==> config.mk <==
export PLATFORM = sky130hd
export DESIGN_NAME = bcd_to_binary_seq_flat
export DESIGN_NICKNAME = d
export VERILOG_FILES = /design/src/rtl/bcd_pkg.sv /design/src/rtl/bcd_to_binary_seq_if.sv /design/src/rtl/bcd_digit_sub3.sv /design/src/rtl/bcd_to_binary_seq.sv /design/src/flat_wrapper.sv
export SDC_FILE = /design/constraint.sdc
export NUM_CORES = 1
export LEC_CHECK = 0
export BUFFER_PORTS_ARGS = -buffer_cell sky130_fd_sc_hd__clkbuf_2
export CAP_MARGIN = 30
export CORE_MARGIN = 2
export CORE_UTILIZATION = 55
export CTS_CLUSTER_DIAMETER = 40
export DETAILED_ROUTE_END_ITERATION = 10
export GPL_TIMING_DRIVEN = 1
export HOLD_SLACK_MARGIN = 0.12
export PLACE_DENSITY = 0.77
export SYNTH_ARGS = -nofsm -noshare
export SYNTH_HDL_FRONTEND = slang
export SYNTH_HIERARCHICAL = 1
export SYNTH_SLANG_ARGS = --single-unit
export TNS_END_PERCENT = 1
==> constraint.sdc <==
create_clock -name clk -period 1.8 [get_ports clk]
set_input_delay 0.54 -clock clk [delete_from_list [all_inputs] [get_ports clk]]
set_output_delay 0.54 -clock clk [all_outputs]
set_load 0.005 [all_outputs]
==> src/rtl/bcd_pkg.sv <==
// Shared constants, FSM encoding and width helper for the BCD-to-binary converter.
package bcd_pkg;

  localparam int         BCD_DIGIT_W     = 4;
  localparam logic [3:0] BCD_CORR        = 4'd3;
  localparam logic [3:0] BCD_CORR_THRESH = 4'd8;

  typedef enum logic [1:0] {
    IDLE  = 2'd0,
    SHIFT = 2'd1,
    DONE  = 2'd2
  } bcd_state_t;

  // Smallest binary width able to hold 10**digits - 1.
  function automatic int bin_width(input int digits);
    longint p;
    p = 1;
    for (int i = 0; i < digits; i++) p = p * 10;
    return $clog2(p);
  endfunction

endpackage

==> src/rtl/bcd_to_binary_seq_if.sv <==
// Request/result handshake bundle for the BCD-to-binary converter.
interface bcd_to_binary_seq_if #(
  parameter int DIGITS = 4,
  parameter int BIN_W  = 14
);

  logic                  in_valid;
  logic                  in_ready;
  logic [4*DIGITS-1:0]   in_bcd;
  logic                  out_valid;
  logic                  out_ready;
  logic [BIN_W-1:0]      out_bin;
  logic                  out_err;
  logic                  busy;

  // Requester / result consumer side.
  modport master (
    output in_valid, in_bcd, out_ready,
    input  in_ready, out_valid, out_bin, out_err, busy
  );

  // Converter side.
  modport slave (
    input  in_valid, in_bcd, out_ready,
    output in_ready, out_valid, out_bin, out_err, busy
  );

endinterface

==> src/rtl/bcd_digit_sub3.sv <==
// Per-digit correction of reverse double-dabble: digits >= 8 get 3 subtracted.
module bcd_digit_sub3
  import bcd_pkg::*;
(
  input  logic [BCD_DIGIT_W-1:0] din,
  output logic [BCD_DIGIT_W-1:0] dout
);

  assign dout = (din >= BCD_CORR_THRESH) ? (din - BCD_CORR) : din;

endmodule

==> src/rtl/bcd_to_binary_seq.sv <==
// Sequential BCD-to-binary converter: one shift-and-correct step per clock,
// valid/ready handshake on request and result sides.
module bcd_to_binary_seq
  import bcd_pkg::*;
#(
  parameter int DIGITS = 4,
  parameter int BIN_W  = 14
) (
  input  logic               clk,
  input  logic               rst_n,
  bcd_to_binary_seq_if.slave bus
);

  localparam int               SR_W     = BCD_DIGIT_W * DIGITS;
  localparam int               CNT_W    = $clog2(SR_W + 1);
  localparam logic [CNT_W-1:0] CNT_LAST = CNT_W'(SR_W - 1);

  if (DIGITS < 1 || DIGITS > 5) begin : g_bad_digits
    $error("bcd_to_binary_seq: DIGITS must be in 1..5");
  end
  if (BIN_W < bin_width(DIGITS) || BIN_W > SR_W) begin : g_bad_width
    $error("bcd_to_binary_seq: BIN_W must be between ceil(log2(10**DIGITS)) and 4*DIGITS");
  end

  // True when any nibble of the word is not a decimal digit.
  function automatic logic has_bad_digit(input logic [SR_W-1:0] v);
    logic bad;
    bad = 1'b0;
    for (int i = 0; i < DIGITS; i++) begin
      if (v[i*BCD_DIGIT_W +: BCD_DIGIT_W] > 4'd9) bad = 1'b1;
    end
    return bad;
  endfunction

  bcd_state_t       state, state_nxt;
  logic [SR_W-1:0]  bcd_sr, bin_sr;
  logic [SR_W-1:0]  bcd_shifted, bcd_corrected, bin_shifted;
  logic [CNT_W-1:0] cnt;
  logic             err_q;
  logic             accept;

  assign accept = (state == IDLE) && bus.in_valid;

  // The BCD register's LSB falls into the binary register's MSB each step.
  assign bcd_shifted = {1'b0, bcd_sr[SR_W-1:1]};
  assign bin_shifted = {bcd_sr[0], bin_sr[SR_W-1:1]};

  for (genvar g = 0; g < DIGITS; g++) begin : g_digit
    bcd_digit_sub3 u_sub3 (
      .din  (bcd_shifted[g*BCD_DIGIT_W +: BCD_DIGIT_W]),
      .dout (bcd_corrected[g*BCD_DIGIT_W +: BCD_DIGIT_W])
    );
  end

  // State register; reset aborts any conversion in flight.
  always_ff @(posedge clk) begin
    if (!rst_n) state <= IDLE;
    else        state <= state_nxt;
  end

  // Next-state: accept in IDLE, run SR_W shift steps, hold result until taken.
  always_comb begin
    state_nxt = state;
    case (state)
      IDLE:    if (bus.in_valid)     state_nxt = SHIFT;
      SHIFT:   if (cnt == CNT_LAST)  state_nxt = DONE;
      DONE:    if (bus.out_ready)    state_nxt = IDLE;
      default:                       state_nxt = IDLE;
    endcase
  end

  // Handshake and result outputs decoded from state.
  always_comb begin
    bus.in_ready  = (state == IDLE);
    bus.busy      = (state == SHIFT);
    bus.out_valid = (state == DONE);
    bus.out_err   = (state == DONE) && err_q;
    // For valid input the bits of bin_sr above BIN_W are zero.
    bus.out_bin   = ((state == DONE) && !err_q) ? bin_sr[BIN_W-1:0] : '0;
  end

  // Shift registers, step counter and error flag.
  always_ff @(posedge clk) begin
    if (!rst_n) begin
      bcd_sr <= '0;
      bin_sr <= '0;
      cnt    <= '0;
      err_q  <= 1'b0;
    end else begin
      case (state)
        IDLE: begin
          if (accept) begin
            bcd_sr <= bus.in_bcd;
            bin_sr <= '0;
            cnt    <= '0;
            err_q  <= has_bad_digit(bus.in_bcd);
          end
        end
        SHIFT: begin
          bcd_sr <= bcd_corrected;
          bin_sr <= bin_shifted;
          cnt    <= cnt + CNT_W'(1);
        end
        default: ;
      endcase
    end
  end

endmodule

==> src/flat_wrapper.sv <==
// flat-port wrapper written by rule: the top's interface ports become plain ports
module bcd_to_binary_seq_flat import bcd_pkg::*;
#(
  parameter int DIGITS = 4,
  parameter int BIN_W  = 14
)
  (clk, rst_n, bus_in_valid, bus_in_bcd, bus_out_ready, bus_in_ready, bus_out_valid, bus_out_bin, bus_out_err, bus_busy);
  bcd_to_binary_seq_if #(.DIGITS(DIGITS), .BIN_W(BIN_W)) bus_i ();
  input  logic clk;
  input  logic rst_n;
  input wire logic [$bits(bus_i.in_valid)-1:0] bus_in_valid;
  input wire logic [$bits(bus_i.in_bcd)-1:0] bus_in_bcd;
  input wire logic [$bits(bus_i.out_ready)-1:0] bus_out_ready;
  output wire logic [$bits(bus_i.in_ready)-1:0] bus_in_ready;
  output wire logic [$bits(bus_i.out_valid)-1:0] bus_out_valid;
  output wire logic [$bits(bus_i.out_bin)-1:0] bus_out_bin;
  output wire logic [$bits(bus_i.out_err)-1:0] bus_out_err;
  output wire logic [$bits(bus_i.busy)-1:0] bus_busy;
  assign bus_i.in_valid = bus_in_valid;
  assign bus_i.in_bcd = bus_in_bcd;
  assign bus_i.out_ready = bus_out_ready;
  assign bus_in_ready = bus_i.in_ready;
  assign bus_out_valid = bus_i.out_valid;
  assign bus_out_bin = bus_i.out_bin;
  assign bus_out_err = bus_i.out_err;
  assign bus_busy = bus_i.busy;
  bcd_to_binary_seq #(.DIGITS(DIGITS), .BIN_W(BIN_W)) u_core (.clk(clk), .rst_n(rst_n), .bus(bus_i));
endmodule
==> metrics.txt <==
outcome=finished with violations; failing checks=setup timing; Clock Root Buffer=clkbuf_8; DRT Wirelength=4551 µm; crit path time final=1887 ps; Tot Pwr=2.043 mW; clock buffer count from CTS=5; DRT Pass-1 Iters=4; RSZ-0062 raised after global routing=yes; die width=65.42 µm; period utilization=1.049; row cnt=22; Via density=5.358; Top Ports=38; grt total ovfl=0; Worst-Skew Late Latency=280 ps; largest net degree at the start of global routing=27; Syn Inst Count=258; antenna-violating nets left=0; max-capacitance violation count=0; ys flop type=dfxtp_1; GRT Util Overall=0.2350; CP Cell Sequence=and2b_2 > nor2b_4 > and2_1 > clkbuf_2; final worst slack=-87.48 ps; full die area=4279 µm²; leakage=1.046 nW; initial antenna violation count=0; clk_skew=3.934 ps; final setup violation count=14; first-pass GRT wire length=7866 µm; clk sinks=40; Layout Utilization=0.6856; Longest Clk Path Bufs=2; vias in the first global route=1812; fmax=529.8 MHz; dpl cells=341; met1 GRT Util=0.2971; Worst path slowest cell=dfxtp_2; Non-Filler Instances=352; most frequent cells in the layout=nand2_1, dfxtp_1, clkbuf_2, a21oi_1, nand3_1; pwr/cell area=820.0 nW/µm²; hold buffer count at cts=0; ANT cells=0; P&R area growth vs syn=20.08%; Syn. warnings=6; met3 Track Usage GR=0.04623; Post-synth ARST share=0; number of synthesized flops with an enable pin=0; CP max stage delay=330 ps; DRT iter0 DRCs=158; Worst Hold Class=reg2reg; Synth Area per Inst=8.041 µm²; met2 usage=0.3878; Distinct cells, synth=38; CP Capture Type=output pin; register area share after synthesis=0.3860; dpl hpwl=3027 µm; Setup CP Type=reg2out; H-tree depth=2; drt wl/cell=12.93 µm; core area=3633 µm²; maximum vdd drop=0.6815 mV; Die Y=65.42 µm; DRC Markers=0; Critical Path AT=1350 ps; port buffer count=37; worst-path fanout max=7; Worst-path clk slew=70 ps; busiest grt layer=met2; CP required=1260 ps; Initial Utilization=0.5709; Slew Viols, Final=0; number of synthesized register bits=40; Critical Path Source Type=register; GPL Wtd Cong=0.7961; share of cells above drive strength 1=0.2171; Cell Area, Synth=2074 µm²; Final Hold Fails=0; CTS tree=done; nets=333; vias after detailed routing=1886
[cell usage after synthesis, types with 5 or more instances]
| master | instances | share of area |
|---|---|---|
| nand3_1 | 20 | 0.048 |
| nand2b_1 | 6 | 0.018 |
| o21ai_0 | 14 | 0.034 |
| a21oi_1 | 32 | 0.077 |
| nand2_1 | 39 | 0.071 |
| buf_2 | 6 | 0.014 |
| ha_1 | 10 | 0.060 |
| a31oi_1 | 5 | 0.015 |
| nor2_1 | 6 | 0.011 |
| and2_1 | 15 | 0.045 |
| inv_1 | 11 | 0.020 |
| a22oi_1 | 10 | 0.036 |
| dfxtp_1 | 40 | 0.39 |
[stage by stage]
stage                     setup WS, ps  instance area (µm²)  setup TNS (ps)  hold slack (ps)
after global placement           90.46                 2320               0            449.1
after floorplan                  156.1                 2090               0            432.1
final                           -87.48                 2491          -951.3            463.6
after global routing            -145.6                 2491           -1829            490.1
after CTS                       -78.35                 2485          -782.8            464.2
after detailed placement        -20.85                 2320          -43.25            455.4
[worst max-delay path, delay by kind of cell, from the launching register on]
kind                   cells  cell delay (ps)
AND/OR/NAND/NOR            3              630
buffers and inverters      1              110
flip-flops                 1              330
[registers in the layout, summed over array words and instances (netlist names)]
signal and flops:
u_core/bcd_sr 16, u_core/bin_sr 16, u_core/cnt 5, u_core/state 2, u_core/err_q 1
[per-layer routing]
layer  wire, µm  share of wire  vias to the layer above
met2       2162           0.48                       46
met5          0              0                        -
met3        222          0.049                        9
li1           -              -                      956
met4         57          0.013                        0
met1       2108           0.46                      875
[logic make-up after synthesis]
group                    synth area share
other                            0.001808
XOR/XNOR                          0.03377
multiplexers                     0.004825
adder cells (fa/ha/maj)           0.06031
buffers and inverters             0.07599
AO/OA/AOI/OAI                      0.1906
flip-flops                         0.3860
AND/OR/NAND/NOR                    0.2467
[power by group]
| part | internal (mW) | switching [mW] |
|---|---|---|
| combinational | 0.121 | 0.162 |
| clock | 0.489 | 0.300 |
| sequential | 0.924 | 0.0473 |
[cell type report]
| cell class | instances | area, µm² |
|---|---|---|
| inverters | 12 | 47.55 |
| multi-input cells | 194 | 1154 |
| flip-flops and latches | 40 | 802.0 |
| clock inverters | 1 | 30.03 |
| repair buffers | 50 | 301.5 |
| well taps | 48 | 60.06 |
| fillers | 323 | 1142 |
| clock buffers | 7 | 96.34 |
[worst paths after layout]
check / slack [ps] / start / end / depth (start not counted)
min reg2reg: 460 / u_core/bin_sr[0]$_SDFFE_PN0P_ / u_core/bin_sr[0]$_SDFFE_PN0P_ / 2
max: -90 / u_core/state[0]$_SDFFE_PN0P_ / bus_out_bin[10] / 4
min: 460 / u_core/bin_sr[0]$_SDFFE_PN0P_ / u_core/bin_sr[0]$_SDFFE_PN0P_ / 2
max reg2reg: 240 / u_core/state[0]$_SDFFE_PN0P_ / u_core/bcd_sr[2]$_SDFFE_PN0P_ / 6
[what timing repair did]
item	in CTS	in global routing
setup endpoints to repair	14	15
setup buffers	2	0
pin swaps	11	4
resized for setup	5	1
gates cloned	1	0
Note: power is estimated with default switching activity, not from simulation.
